`src/rtl/fetch_pc.sv`:
```
// Program counter and fetch sequencing for the 9-bit core. It drives the ROM address
// and handles start/restart, halt, stall, branches and a saturating run-cycle counter.
module fetch_pc #(
    parameter int IW = 10,
    parameter int OW = 6,
    parameter int CW = 16
) (
    input  logic          Clk,
    input  logic          Reset,
    input  logic          Start,
    input  logic [IW-1:0] StartAddr,
    input  logic          Halt,
    input  logic          Stall,
    input  logic          BranchAbs,
    input  logic          BranchRel,
    input  logic          Taken,
    input  logic [IW-1:0] Target,
    input  logic [OW-1:0] Offset,
    output logic [IW-1:0] InstAddress,
    output logic          Running,
    output logic          Done,
    output logic [CW-1:0] CycleCount
);

    localparam logic [1:0] ST_IDLE = 2'd0;
    localparam logic [1:0] ST_RUN  = 2'd1;
    localparam logic [1:0] ST_DONE = 2'd2;

    logic [1:0]    state;
    logic [IW-1:0] pc_q;
    logic [IW-1:0] pc_nxt;
    logic [IW-1:0] off_ext;
    logic [CW-1:0] cnt_q;
    logic [CW-1:0] cnt_inc;

    assign off_ext = {{(IW-OW){Offset[OW-1]}}, Offset};
    assign cnt_inc = (cnt_q == {CW{1'b1}}) ? cnt_q : cnt_q + {{(CW-1){1'b0}}, 1'b1};

    // Absolute branch wins over relative when both flags are set.
    always_comb begin
        pc_nxt = pc_q + {{(IW-1){1'b0}}, 1'b1};
        if (BranchAbs && Taken)
            pc_nxt = Target;
        else if (BranchRel && Taken)
            pc_nxt = pc_q + off_ext;
    end

    always_ff @(posedge Clk or posedge Reset) begin
        if (Reset) begin
            state <= ST_IDLE;
            pc_q  <= '0;
            cnt_q <= '0;
        end else begin
            case (state)
                ST_IDLE, ST_DONE: begin
                    if (Start) begin
                        state <= ST_RUN;
                        pc_q  <= StartAddr;
                        cnt_q <= '0;
                    end
                end
                ST_RUN: begin
                    if (Start) begin
                        pc_q  <= StartAddr;
                        cnt_q <= '0;
                    end else begin
                        // Halt and stall edges still count as executed cycles.
                        cnt_q <= cnt_inc;
                        if (Halt)
                            state <= ST_DONE;
                        else if (!Stall)
                            pc_q <= pc_nxt;
                    end
                end
                default: state <= ST_IDLE;
            endcase
        end
    end

    assign InstAddress = pc_q;
    assign Running     = (state == ST_RUN);
    assign Done        = (state == ST_DONE);
    assign CycleCount  = cnt_q;

endmodule

```
`config.mk`:
```
export PLATFORM = sky130hd
export DESIGN_NAME = fetch_pc
export DESIGN_NICKNAME = d
export VERILOG_FILES = /design/src/rtl/fetch_pc.sv
export SDC_FILE = /design/constraint.sdc
export NUM_CORES = 1
export LEC_CHECK = 0
export CAP_MARGIN = 20
export CORE_ASPECT_RATIO = 1.75
export CORE_MARGIN = 2
export CORE_UTILIZATION = 47
export DETAILED_ROUTE_END_ITERATION = 7
export PLACE_DENSITY = 0.87
export SLEW_MARGIN = 20
export SYNTH_ARGS = -nofsm -noshare
export SYNTH_HDL_FRONTEND = slang
export SYNTH_SLANG_ARGS = --single-unit
```
`constraint.sdc`:
```
create_clock -name Clk -period 2.67 [get_ports Clk]
set_input_delay 0.267 -clock Clk [delete_from_list [all_inputs] [get_ports Clk]]
set_output_delay 0.267 -clock Clk [all_outputs]
set_load 0.02 [all_outputs]
```
## After elaboration in Yosys (flattened, before gate mapping)

Cells that the tools add are included.

- Logic and storage cells: 38
- Bits of input ports: 34
- Output and inout port bits: 28
- Flip-flop bits (word level): 28

- Reductions and logical operators: 8
- Equal/unequal tests: 9
- Muxes and demuxes: 15
- Add/sub/neg operators: 3

Operator list:

| cell | count |
|---|---|
| 10-bit 2-to-1 mux | 6 |
| 16-bit 2-to-1 mux | 3 |
| 16-bit one-hot mux with 2 select lines | 1 |
| 10-bit one-hot mux with 2 select lines | 1 |
| 16-bit by 1-bit adder with 16-bit output (second input constant) | 1 |
| 16-bit equality test (second input constant) | 1 |
| 10-bit by 1-bit adder with 10-bit output (second input constant) | 1 |
| 10-bit adder | 1 |
| 3-bit inequality test (second input constant) | 3 |
| 2-bit 2-to-1 mux | 3 |
| 2-bit inequality test (second input constant) | 3 |
| 3-bit AND reduction | 2 |
| 2-bit one-hot mux with 2 select lines | 1 |
| 4-bit AND reduction | 1 |
| 2-bit by 1-bit equality test with 1-bit output (second input constant) | 1 |
| 2-bit equality test (second input constant) | 1 |
| 1-bit logical AND | 2 |
| 2-bit logical NOT | 1 |
| 2-bit nonzero test | 1 |
| 2-bit OR reduction | 1 |

## Logic depth before layout (Yosys ltp)

Gate-level depths: netlist of the first run.

- Word-level depth: 7
- Depth in mapped cells: 8
- Depth with buffers taken out: 8

## Worst setup path before layout of the first run

No wires, ideal clock.

- Kind: register to register
- Start point: register pc_q[0], in the netlist InstAddress[0]
- End point: register pc_q[6], in the netlist InstAddress[6]
- Buffers on the path: 0
- Data required time: 2.576 ns
- Library setup time: 0.094 ns
- Period minus slack after synthesis: 2.122 ns
- Setup slack: 0.548 ns
- Arrival time: 2.028 ns
- Stages on the path, launching flop included: 8
- Cell sequence: dfrtp_1 -> ha_1 -> fa_1 -> a211oi_1 -> o21bai_1 -> mux2i_1 -> xor2_1 -> a211oi_1

- Word-level cells in the longest chain between the ends: 7
- Elaborated cells between the ends (all ways): 8
- Those cells by class: add/sub (2); mux (6)

RTL lines:

| item | line | source |
|---|---|---|
| start, declared | 30 | `logic [IW-1:0] pc_q;` |
| start signal, assigned | 58 | `pc_q <= StartAddr;` |
| start signal, assigned | 64 | `pc_q <= StartAddr;` |
| start signal, assigned | 72 | `pc_q <= pc_nxt;` |
| 10-bit by 1-bit adder with 10-bit output / 10-bit adder (equally long branches) | 41, 45 |  |
| 10-bit 2-to-1 mux * | 44 | `else if (BranchRel && Taken)` |
| 10-bit 2-to-1 mux * | 42 | `if (BranchAbs && Taken)` |
| 10-bit 2-to-1 mux * | 71 | `else if (!Stall)` |
| 10-bit 2-to-1 mux * | 69 | `if (Halt)` |
| 10-bit 2-to-1 mux * | 63 | `if (Start) begin` |
| 10-bit one-hot mux with 2 select lines * | 54 | `case (state)` |

Every way passes the cells marked *; elsewhere a longest branch is shown, timed or not. The select of a mux whose other input is x is not followed.
A chain may end at the register's enable or synchronous reset.

## Worst setup path after layout of the first run

- Start point: input port BranchRel
- End point: register pc_q[6], in the netlist InstAddress[6]

- Word-level cells in the longest chain between the ends: 7

RTL lines:

| item | line | source |
|---|---|---|
| start, declared | 15 | `input logic BranchRel,` |
| 1-bit logical AND | 44 |  |
| 10-bit 2-to-1 mux | 44 |  |
| 10-bit 2-to-1 mux | 42 |  |
| 10-bit 2-to-1 mux | 71 |  |
| 10-bit 2-to-1 mux | 69 |  |
| 10-bit 2-to-1 mux | 63 |  |
| 10-bit one-hot mux with 2 select lines | 54 |  |

No other way between the ends. The select of a mux whose other input is x is not followed.

==> summary.txt, run 1 <==
Run status
  – Status: completed

Cells and area
  – Final net count: 354
  – Layout cells sized above 1: 6.090%
  – Most frequent cells in the layout: clkdlybuf4s50_1 (61), nand2_1 (32), dfrtp_1 (28), o21ai_0 (28), a21oi_1 (24)
  – Fill cells: 380
  – Reg area: 700.7 um2
  – Commonest non-fill, non-tap cell in the layout: clkdlybuf4s50_1
  – Multi-input gate area: 0.001204 mm2
  – ANT cells: 0
  – P&R area growth vs syn: 37.70%

Die
  – Starting Density: 48.27%
  – Core area: 0.004111 mm2
  – Top Ports: 62
  – Die ar.: 0.004778 mm2
  – Overall die height: 89.96 um
  – Die Span X: 53.12 um
  – Row Count: 31

STA
  – Final hold violation count: 0
  – Least-Margin Pin Slew: 0.6134 ns
  – Unrepaired setup endpoints after global routing: no
  – Final setup viols: 0
  – Peak Freq: 0.4200 GHz
  – Hold WS: 0.3623 ns
  – Max-slew violations: 0
  – Slew margin rel.: 58.83%
  – Worst Clk Skew: 0.01014 ns
  – Fin crit period: 2.381 ns
  – Period utilisation layout: 89.18%

Clocking
  – CTS tree: done
  – # resized after CTS: 0
  – Clock slew at reported path FFs: 0.10 ns
  – Clock Latency Late Sink: 0.27 ns
  – CTS Buf Count: 3
  – Post CTS Setup Buffer Count: 0
  – CTS Hold Buffers Added: 0
  – Clock tree buffer depth: 2
  – CTS Root Cell: clkbuf_8
  – CTS H-tree lvls: 1
  – Clk sinks: 28

Logic synthesis
  – Gate Count Post-Synth: 247
  – EDFF count, synth: 0
  – #FFs+latches synth: 28
  – Cell area after synthesis: 0.001984 mm2
  – Yosys cell types: 44
  – Async SR Flop Fraction: 100.0%
  – Largest family of logic cells by synthesized area: simple AND/OR/NAND/NOR gates
  – Synth Net Count: 288
  – Mux cell area share after synthesis: 2.018%
  – Simple-Gate Fraction of Synth Area: 26.86%
  – Post-synthesis adder-cell area fraction: 4.792%
  – Complex-gate fraction of the synthesized area: 25.66%
  – Register area share after synthesis: 35.31%
  – Most used DFF post-synth: dfrtp_1
  – Yosys warning total: 0
  – Mean area per synthesized cell: 8.034 um2
  – Xor/xnor share of the synthesized area: 1.324%

Critical path
  – WP data required: 2.86 ns
  – WS Path Type: primary input to flop
  – Cells on worst reg2reg path: 7
  – WP buf/inv: 1
  – FF-to-FF Start: InstAddress[0]
  – Family with the most delay on the worst path: compound AO/OA/AOI/OAI gates
  – Slowest CP cell: clkdlybuf4s50_1
  – Reg2reg end: InstAddress[6]
  – Worst path cell trace: clkdlybuf4s50_1 > nand3b_1 > ha_1 > fa_1 > a211oi_1 > o21bai_1 > mux2i_1 > xor2_1 > a211oi_1
  – Max FO, Critical Path: 3
  – Element type at the critical path end: flop
  – Arrival time worst endpoint: 2.57 ns
  – Slowest stage delay, CP: 0.50 ns
  – CP most frequent cell: a211oi_1
  – CP Launch Type: primary input
  – Reg2reg setup slack: 0.44 ns

Detailed routing
  – Drt drc: 0
  – Post-Route WL: 5.509 mm
  – Vias per cell: 5.900
  – TritonRoute pass-1 iters: 4
  – Post-route ant nets: 0
  – Initial drt markers: 66
  – Via count: 2,130
  – Mean routed wirelength per cell: 15.26 um

Placement
  – PortBufs: 61
  – DP Wirelength: 4.219 mm
  – GPL Wtd Cong: 0.8347

GRT
  – Gr ovfl total: 0
  – Initial antenna violation count: 0
  – Largest net degree at the start of global routing: 29
  – First-pass GRT wire length: 9.087 mm
  – Vias in the first global route: 2,110
  – Gr usage total: 24.09%

Power
  – VDD IR max: 0.4156 mV
  – Total power: 1.255 mW
  – Cell Pwr Density: 459.2 mW/mm2
  – Leakage: 1.154 nW

Job
  – Max_cap viols: 0

Hold path
  – Worst hold path type: primary input to async pin
## tightest hold or removal path, cell delays in order
cell and delay, ns:
clkdlybuf4s50_1 0.39, inv_1 0.05, buf_4 0.34
## routing by layer
| layer | part of all wire [%] | GRT usage [%] | routed length [um] | vias to the layer above |
|---|---|---|---|---|
| met5 | 0 | 0 | 0 | - |
| met4 | 1.7 | 7.479 | 95 | 0 |
| met3 | 5.3 | 2.990 | 290 | 8 |
| met2 | 54 | 43.23 | 2965 | 75 |
| met1 | 39 | 28.37 | 2157 | 998 |
| li1 | - | - | - | 1049 |
## cells in the mapped netlist, types with 2 or more instances
master,n,area (um2)
nor3b_1,2,15.01
buf_6,2,22.52
a211oi_1,5,37.54
a31oi_1,2,12.51
a21o_1,4,30.03
nor2b_1,2,12.51
clkbuf_1,7,26.28
a211o_1,2,17.52
mux2i_1,4,40.04
o221ai_1,2,17.52
o31ai_1,7,52.55
or4_1,3,22.52
nand4_1,7,43.79
xnor2_1,2,17.52
a31o_2,2,17.52
and3_1,9,56.30
dfrtp_1,28,700.7
inv_1,7,26.28
and2_1,5,31.28
nand3_1,11,55.05
or3_1,3,18.77
o21ai_0,29,145.1
nor2_1,17,63.81
nor3_1,6,30.03
ha_1,6,75.07
nand2_1,32,120.1
a21oi_1,24,120.1
## flip-flops by register name (all words and copies together) (netlist names)
name / cells
state: 2
InstAddress: 10
CycleCount: 16
## logic make-up (layout without fill, tap and decap cells)
| kind of cell | Yosys count | after routing |
|---|---|---|
| multiplexers | 4 | 4 |
| XOR/XNOR | 3 | 3 |
| flip-flops | 28 | 28 |
| buffers and inverters | 17 | 82 |
| AO/OA/AOI/OAI | 84 | 84 |
| adder cells (fa/ha/maj) | 7 | 7 |
| AND/OR/NAND/NOR | 104 | 104 |
## how the worst max path moves through the flow
stage                        start        endpoint  slack [ns]  cells after the start
finish                   BranchRel  InstAddress[6]        0.29                      9
global route                 Taken  InstAddress[6]        0.18                      9
CTS                      BranchRel  InstAddress[6]        0.30                      9
detailed placement       BranchRel  InstAddress[6]      -0.002                      9
global placement         BranchRel  InstAddress[6]        0.11                      9
floorplan           InstAddress[0]  InstAddress[6]        0.55                      7
## power by group
| group | internal [mW] | total, mW | switching [mW] |
|---|---|---|---|
| Clock | 0.132 | 0.265 | 0.133 |
| Sequential | 0.462 | 0.515 | 0.0523 |
| Combinational | 0.231 | 0.475 | 0.245 |
## metrics by stage
stage / TNS [ns] / std cells / setup slack (ns) / cell area, um2 / utilization, %
floorplan: 0 / 247 / 0.5479 / 1984 / -
global placement: 0 / 357 / 0.1079 / 2678 / 65.12
detailed placement: -0.001767 / 357 / -0.001767 / 2678 / 65.12
CTS: 0 / 361 / 0.3014 / 2733 / 66.46
global route: 0 / 361 / 0.1806 / 2733 / 66.46
finish: 0 / 361 / 0.2888 / 2733 / 66.46
## final cells by class
type / count / area share [%]
Timing Repair Buffer: 71 / 25.09
Inverter: 7 / 0.9615
Clock buffer: 4 / 2.015
Tap cell: 49 / 2.244
Multi-Input combinational cell: 202 / 44.05
Sequential cell: 28 / 25.64
No activity file was read; power rests on OpenSTA's default activity.
==> inputs of run 2 (changes only) <==
--- a/config.mk
+++ b/config.mk
@@ -5,11 +5,11 @@
 export SDC_FILE = /design/constraint.sdc
 export NUM_CORES = 1
 export LEC_CHECK = 0
-export CAP_MARGIN = 20
 export CORE_ASPECT_RATIO = 1.75
 export CORE_MARGIN = 2
 export CORE_UTILIZATION = 47
 export DETAILED_ROUTE_END_ITERATION = 7
+export GPL_TIMING_DRIVEN = 0
 export PLACE_DENSITY = 0.87
 export SLEW_MARGIN = 20
 export SYNTH_ARGS = -nofsm -noshare
==> run 2 against run 1 <==
Design area decreased by 0.50%. Flip-flop and latch count unchanged. Clock power hardly changed. Utilization down 0.33 points. Combinational power hardly changed. Power about the same. Hold slack better by 0.010 ns. Count of clock-buffer cells in the layout stayed put. Register-to-register slack got worse by 0.07 ns. Cell count did not move. Global-route usage is 1.7 points higher. Sequential power barely moved. Largest cell class unchanged. Highest routed layer unchanged.
==> summary.txt, run 2 (same netlist as run 1, synthesis figures left out) <==
Clocking
  – CTS Hold Buffers Added: 0 (unchanged)
  – Clock tree buffer depth: 2 (unchanged)
  – CTS Buf Count: 3 (unchanged)
  – Clk sinks: 28 (unchanged)
  – Clock Latency Late Sink: 0.27 ns (about the same)
  – CTS tree: done
  – Post CTS Setup Buffer Count: 0 (unchanged)
  – CTS H-tree lvls: 1 (unchanged)
  – Clock slew at reported path FFs: 0.10 ns (about the same)
  – CTS Root Cell: clkbuf_8

Die
  – Starting Density: 48.27% (unchanged)
  – Die ar.: 0.004778 mm2 (unchanged)
  – Overall die height: 89.96 um (unchanged)
  – Die Span X: 53.12 um (unchanged)
  – Row Count: 31 (unchanged)
  – Core area: 0.004111 mm2 (unchanged)
  – Top Ports: 62 (unchanged)

Power
  – VDD IR max: 0.4125 mV (-0.75%)
  – Clock share of power: 21.3% (+0.2 points)
  – Switching pwr: 0.4373 mW (+1.7%)
  – Comb power frac: 37.7% (-0.2 points)
  – Reg power frac: 41.0% (about the same)
  – Sw frac: 34.85% (+0.57 points)
  – Power Internal: 0.8174 mW (-0.88%)
  – Cell Pwr Density: 461.5 mW/mm2 (+0.50%)
  – Leakage: 1.138 nW (-1.3%)

Critical path
  – WS Path Type: primary input to flop
  – Max FO, Critical Path: 7 (+4)
  – Element type at the critical path end: flop
  – Reg2reg setup slack: 0.37 ns (-0.07 ns)
  – Arrival time worst endpoint: 2.68 ns (+0.11 ns)
  – Slowest stage delay, CP: 0.60 ns (+0.10 ns)
  – WP data required: 2.86 ns (about the same)
  – FF-to-FF Start: CycleCount[0]
  – WP buf/inv: 1 (unchanged)
  – Cells on worst reg2reg path: 8 (+1)
  – Stages on the worst setup path: 9 (unchanged)
  – Slowest CP cell: clkdlybuf4s50_1
  – CP Launch Type: primary input
  – Reg2reg end: CycleCount[5]
  – Worst path cell trace: clkdlybuf4s50_1 > nand3b_1 > ha_1 > fa_1 > a211oi_2 > o21bai_1 > mux2i_1 > xor2_1 > a211oi_1
  – Family with the most delay on the worst path: compound AO/OA/AOI/OAI gates

Hold path
  – Worst hold path type: primary input to async pin

Cells and area
  – Final net count: 354 (unchanged)
  – Multi-input gate area: 0.001209 mm2 (+0.42%)
  – Design Area, Final: 0.002719 mm2 (-0.50%)
  – P&R area growth vs syn: 37.01%
  – Commonest non-fill, non-tap cell in the layout: clkdlybuf4s50_1
  – Most frequent cells in the layout: clkdlybuf4s50_1 (60), nand2_1 (32), o21ai_0 (29)
  – Number of flip-flops in the largest register: 16 (unchanged)
  – ANT cells: 0 (unchanged)
  – Reg area: 700.7 um2 (unchanged)
  – Layout cells sized above 1: 4.487% (-1.6 points)
  – Fill cells: 377 (-0.79%)

Detailed routing
  – Via count: 2,175 (+2.1%)
  – Initial drt markers: 52 (-21%)
  – Mean routed wirelength per cell: 15.81 um (+3.6%)
  – Drt drc: 0 (unchanged)
  – TritonRoute pass-1 iters: 4 (unchanged)
  – Vias per cell: 6.025 (+2.1%)
  – Post-Route WL: 5.707 mm (+3.6%)
  – Post-route ant nets: 0 (unchanged)

GRT
  – Vias in the first global route: 2,148 (+1.8%)
  – Gr ovfl total: 0 (unchanged)
  – Largest net degree at the start of global routing: 29 (unchanged)
  – First-pass GRT wire length: 9.625 mm (+5.9%)
  – Initial antenna violation count: 0 (unchanged)
  – Gr usage total: 25.77% (+1.7 points)

Placement
  – PortBufs: 61 (unchanged)
  – DP Wirelength: 4.375 mm (+3.7%)
  – Placement Setup Slack: -0.1833 ns (-0.1815 ns)
  – Placed cell areas: 0.002656 mm2 (-0.79%)
  – GPL Wtd Cong: 0.8419 (+0.86%)

STA
  – Final setup viols: 0 (unchanged)
  – Slew margin rel.: 55.90% (-2.9 points)
  – Peak Freq: 0.4013 GHz (-4.4%)
  – Final hold violation count: 0 (unchanged)
  – Least-Margin Pin Slew: 0.6591 ns (+0.04567 ns)
  – Unrepaired setup endpoints after global routing: no
  – Worst Clk Skew: 0.004122 ns (-0.006017 ns)
  – Max-slew violations: 0 (unchanged)
  – Fin crit period: 2.492 ns (+0.1105 ns)
  – Slack of the critical path: 0.1783 ns (-0.1105 ns)
  – Period utilisation layout: 93.32% (+4.1 points)

Job
  – Max_cap viols: 0 (unchanged)

Run status
  – Status: completed
run 2: routing by layer:
layer / up-vias / global-route usage, % / wire [um]
met2: 60 / 46.04 / 3105
met3: 12 / 3.156 / 255
li1: 1050 / - / -
met4: 0 / 9.402 / 114
met1: 1053 / 29.95 / 2231
met5: - / 0 / 0
run 2: power groups by stage:
stage / Sequential (mW) / Clock, mW / Combinational (mW)
2_1_floorplan: 0.554 / 0 / 0.232
3_3_place_gp: 0.520 / 0 / 0.456
3_5_place_dp: 0.523 / 0 / 0.465
4_1_cts: 0.514 / 0.268 / 0.469
5_1_grt: 0.521 / 0.283 / 0.518
6_report: 0.515 / 0.267 / 0.473
run 2: worst max path at each step:
stage,start,to,slack [ns]
2_1_floorplan,InstAddress[0],InstAddress[6],0.55
5_1_grt,BranchRel,InstAddress[6],0.05
6_report,BranchRel,InstAddress[6],0.18
4_1_cts,Taken,InstAddress[6],0.1
3_3_place_gp,Taken,InstAddress[6],-0.19
3_5_place_dp,Taken,InstAddress[6],-0.18
run 2: cell type report:
| type | count | share of cell area (%) |
|---|---|---|
| clock buffer | 4 | 2.025 |
| buffer | 10 | 1.979 |
| multi-input combinational | 202 | 44.45 |
| timing repair buffer | 61 | 22.55 |
| sequential | 28 | 25.77 |
| inverter | 7 | 0.9664 |
| tap | 49 | 2.255 |
run 2: timing repair:
action / CTS / global route
endpoints found under the setup margin: 0 / 1
endpoints found under the hold margin: 0 / 0
gates resized for setup: 0 / 2
run 2: through the flow:
step / power [mW] / setup TNS, ns / util, % / hold slack [ns] / instances
after global placement: 0.9755 / -0.3124 / 64.61 / 0.5079 / 357
after CTS: 1.252 / 0 / 65.95 / 0.5298 / 361
after floorplan: 0.7860 / 0 / - / 0.3324 / 247
final: 1.255 / 0 / 66.13 / 0.3727 / 361
after detailed placement: 0.9879 / -0.3525 / 64.61 / 0.5146 / 357
after global routing: 1.322 / 0 / 66.13 / 0.4407 / 361
==> inputs of run 3 (changes only) <==
--- a/config.mk
+++ b/config.mk
@@ -9,6 +9,7 @@
 export CORE_MARGIN = 2
 export CORE_UTILIZATION = 47
 export DETAILED_ROUTE_END_ITERATION = 7
+export GPL_ROUTABILITY_DRIVEN = 0
 export GPL_TIMING_DRIVEN = 0
 export PLACE_DENSITY = 0.87
 export SLEW_MARGIN = 20
==> constraint.sdc (replaced) <==
create_clock -name Clk -period 2.6 [get_ports Clk]
set_input_delay 0.26 -clock Clk [delete_from_list [all_inputs] [get_ports Clk]]
set_output_delay 0.26 -clock Clk [all_outputs]
set_load 0.02 [all_outputs]
==> run 3 against run 2 <==
Die area unchanged. Register-to-register slack lost 0.06 ns. Sequential share of layout area about the same. Non-clock buffer count did not move. Global-route usage did not move. Utilization increased by 0.061 points. Flip-flop and latch count unchanged. Critical path depth stayed put. Count of clock-buffer cells in the layout stayed put. Critical path type unchanged. Critical endpoint unchanged.
==> summary.txt, run 3 (same netlist as run 1, synthesis figures left out) <==
Power
  – VDD IR max: 0.4245 mV (+2.9%)
  – Leakage: 1.147 nW (+0.80%)
  – Total power: 1.288 mW (+2.6%)
  – Cell Pwr Density: 473.3 mW/mm2 (+2.6%)

Critical path
  – Arrival time worst endpoint: 2.50 ns (-0.18 ns)
  – Slowest stage delay, CP: 0.44 ns (-0.16 ns)
  – Stages on the worst setup path: 9 (unchanged)
  – Slowest CP cell: fa_1
  – CP Launch Type: primary input
  – Worst setup path start: Offset[0]
  – WP buf/inv: 1 (unchanged)
  – Reg2reg setup slack: 0.31 ns (-0.06 ns)
  – FF-to-FF Start: CycleCount[0]
  – Element type at the critical path end: flop
  – Max FO, Critical Path: 3 (-4)
  – Reg2reg end: CycleCount[5]
  – Worst path cell trace: clkdlybuf4s50_1 > nand3b_1 > ha_1 > fa_1 > a211oi_2 > o21bai_1 > mux2i_1 > xor2_1 > a211oi_1
  – WS Path Type: primary input to flop
  – Worst Setup EP: InstAddress[6]
  – WP data required: 2.79 ns (-0.07 ns)
  – Cells on worst reg2reg path: 8 (unchanged)
  – Family with the most delay on the worst path: compound AO/OA/AOI/OAI gates

Cells and area
  – Number of flip-flops in the largest register: 16 (unchanged)
  – Layout cells sized above 1: 4.487% (unchanged)
  – Fill cells: 376 (-0.27%)
  – Design Area, Final: 0.002721 mm2 (about the same)
  – Most frequent cells in the layout: clkdlybuf4s50_1 (59), nand2_1 (32), o21ai_0 (29)
  – ANT cells: 0 (unchanged)
  – Reg area: 700.7 um2 (unchanged)
  – Commonest non-fill, non-tap cell in the layout: clkdlybuf4s50_1
  – P&R area growth vs syn: 37.14% (about the same)
  – Final std cells w/o fill: 361 (unchanged)
  – Post-Route Utilization: 66.19% (about the same)
  – Final net count: 354 (unchanged)
  – Multi-input gate area: 0.001209 mm2 (unchanged)

GRT
  – First-pass GRT wire length: 9.625 mm (unchanged)
  – Largest net degree at the start of global routing: 29 (unchanged)
  – Gr ovfl total: 0 (unchanged)
  – Gr usage total: 25.77% (unchanged)
  – Initial antenna violation count: 0 (unchanged)
  – Vias in the first global route: 2,148 (unchanged)

Detailed routing
  – Vias per cell: 5.986 (-0.64%)
  – Post-route ant nets: 0 (unchanged)
  – TritonRoute pass-1 iters: 4 (unchanged)
  – Mean routed wirelength per cell: 15.81 um (about the same)
  – Drt drc: 0 (unchanged)
  – Post-Route WL: 5.708 mm (about the same)
  – Initial drt markers: 53 (+1.9%)
  – Via count: 2,161 (-0.64%)

Hold path
  – Worst hold path type: primary input to async pin

STA
  – Worst Clk Skew: 0.002776 ns (-0.001346 ns)
  – Peak Freq: 0.4329 GHz
  – Unrepaired setup endpoints after global routing: no
  – Fin crit period: 2.310 ns
  – Max-slew violations: 0 (unchanged)
  – Setup tns final: 0 ns (unchanged)
  – Final hold violation count: 0 (unchanged)
  – Least-Margin Pin Slew: 0.6646 ns (+0.005528 ns)
  – Slew margin rel.: 55.53% (-0.37 points)
  – Period utilisation layout: 88.84%
  – Final setup viols: 0 (unchanged)
  – Slack of the critical path: 0.2902 ns (+0.1118 ns)
  – Hold WS: 0.3591 ns (-0.01362 ns)

Placement
  – Placed cell areas: 0.002656 mm2 (unchanged)
  – DP Wirelength: 4.375 mm (unchanged)
  – PortBufs: 61 (unchanged)
  – Placed insts: 357 (unchanged)
  – Placement Setup Slack: -0.2463 ns (-0.06300 ns)

Die
  – Starting Density: 48.27% (unchanged)
  – Core area: 0.004111 mm2 (unchanged)
  – Die Span X: 53.12 um (unchanged)
  – Overall die height: 89.96 um (unchanged)
  – Die ar.: 0.004778 mm2 (unchanged)
  – Top Ports: 62 (unchanged)
  – Row Count: 31 (unchanged)

Clocking
  – Clock tree buffer depth: 2 (unchanged)
  – Clock Latency Late Sink: 0.27 ns (about the same)
  – CTS H-tree lvls: 1 (unchanged)
  – CTS tree: done
  – CTS Root Cell: clkbuf_8
  – CTS Buf Count: 3 (unchanged)
  – Post CTS Setup Buffer Count: 0 (unchanged)
  – Clk sinks: 28 (unchanged)
  – CTS Hold Buffers Added: 0 (unchanged)
  – Clock slew at reported path FFs: 0.10 ns (about the same)

Job
  – Max_cap viols: 0 (unchanged)

Run status
  – Status: completed
==> run 3: cell types whose count changed in the layout (fill, tap and decap cells not counted) <==
cell,before,now
dlymetal6s2s_1,1,2
clkdlybuf4s50_1,60,59
==> run 3: what timing repair did <==
item | 4_1_cts | 5_1_grt
endpoints found under the hold margin | 0 | 0
endpoints found under the setup margin | 0 | 2
resized for setup | 0 | 3
==> run 3: power by group <==
| part | switching, mW | internal, mW | leakage [nW] | total, mW |
|---|---|---|---|---|
| Sequential | 0.0538 | 0.475 | 0.369 | 0.528 |
| Clock | 0.138 | 0.136 | 0.0288 | 0.274 |
| Combinational | 0.256 | 0.229 | 0.750 | 0.485 |
==> run 3: how the worst min path moves through the flow <==
stage,from,end,slack (ns),cells after the start
finish,Reset,CycleCount[3],0.36,2
global route,Reset,CycleCount[3],0.43,2
CTS,CycleCount[14],CycleCount[14],0.53,1
detailed placement,CycleCount[14],CycleCount[14],0.51,1
global placement,InstAddress[3],InstAddress[3],0.51,2
floorplan,Reset,CycleCount[0],0.33,1
==> run 3: layout make-up <==
class                   instances  area share (%)
multi-input cells             202           44.41
flip-flops and latches         28           25.75
repair buffers                 61           22.62
well taps                      49           2.253
clock buffers                   4           2.023
plain buffers                  10           1.977
inverters                       7          0.9655
==> run 3: metal layers <==
layer / share of wire (%) / vias to the layer above / global-route usage (%)
met5: 0 / - / 0
met4: 2.2 / 0 / 9.402
met3: 5.1 / 14 / 3.156
met2: 54 / 68 / 46.04
met1: 38 / 1030 / 29.95
li1: - / 1049 / -
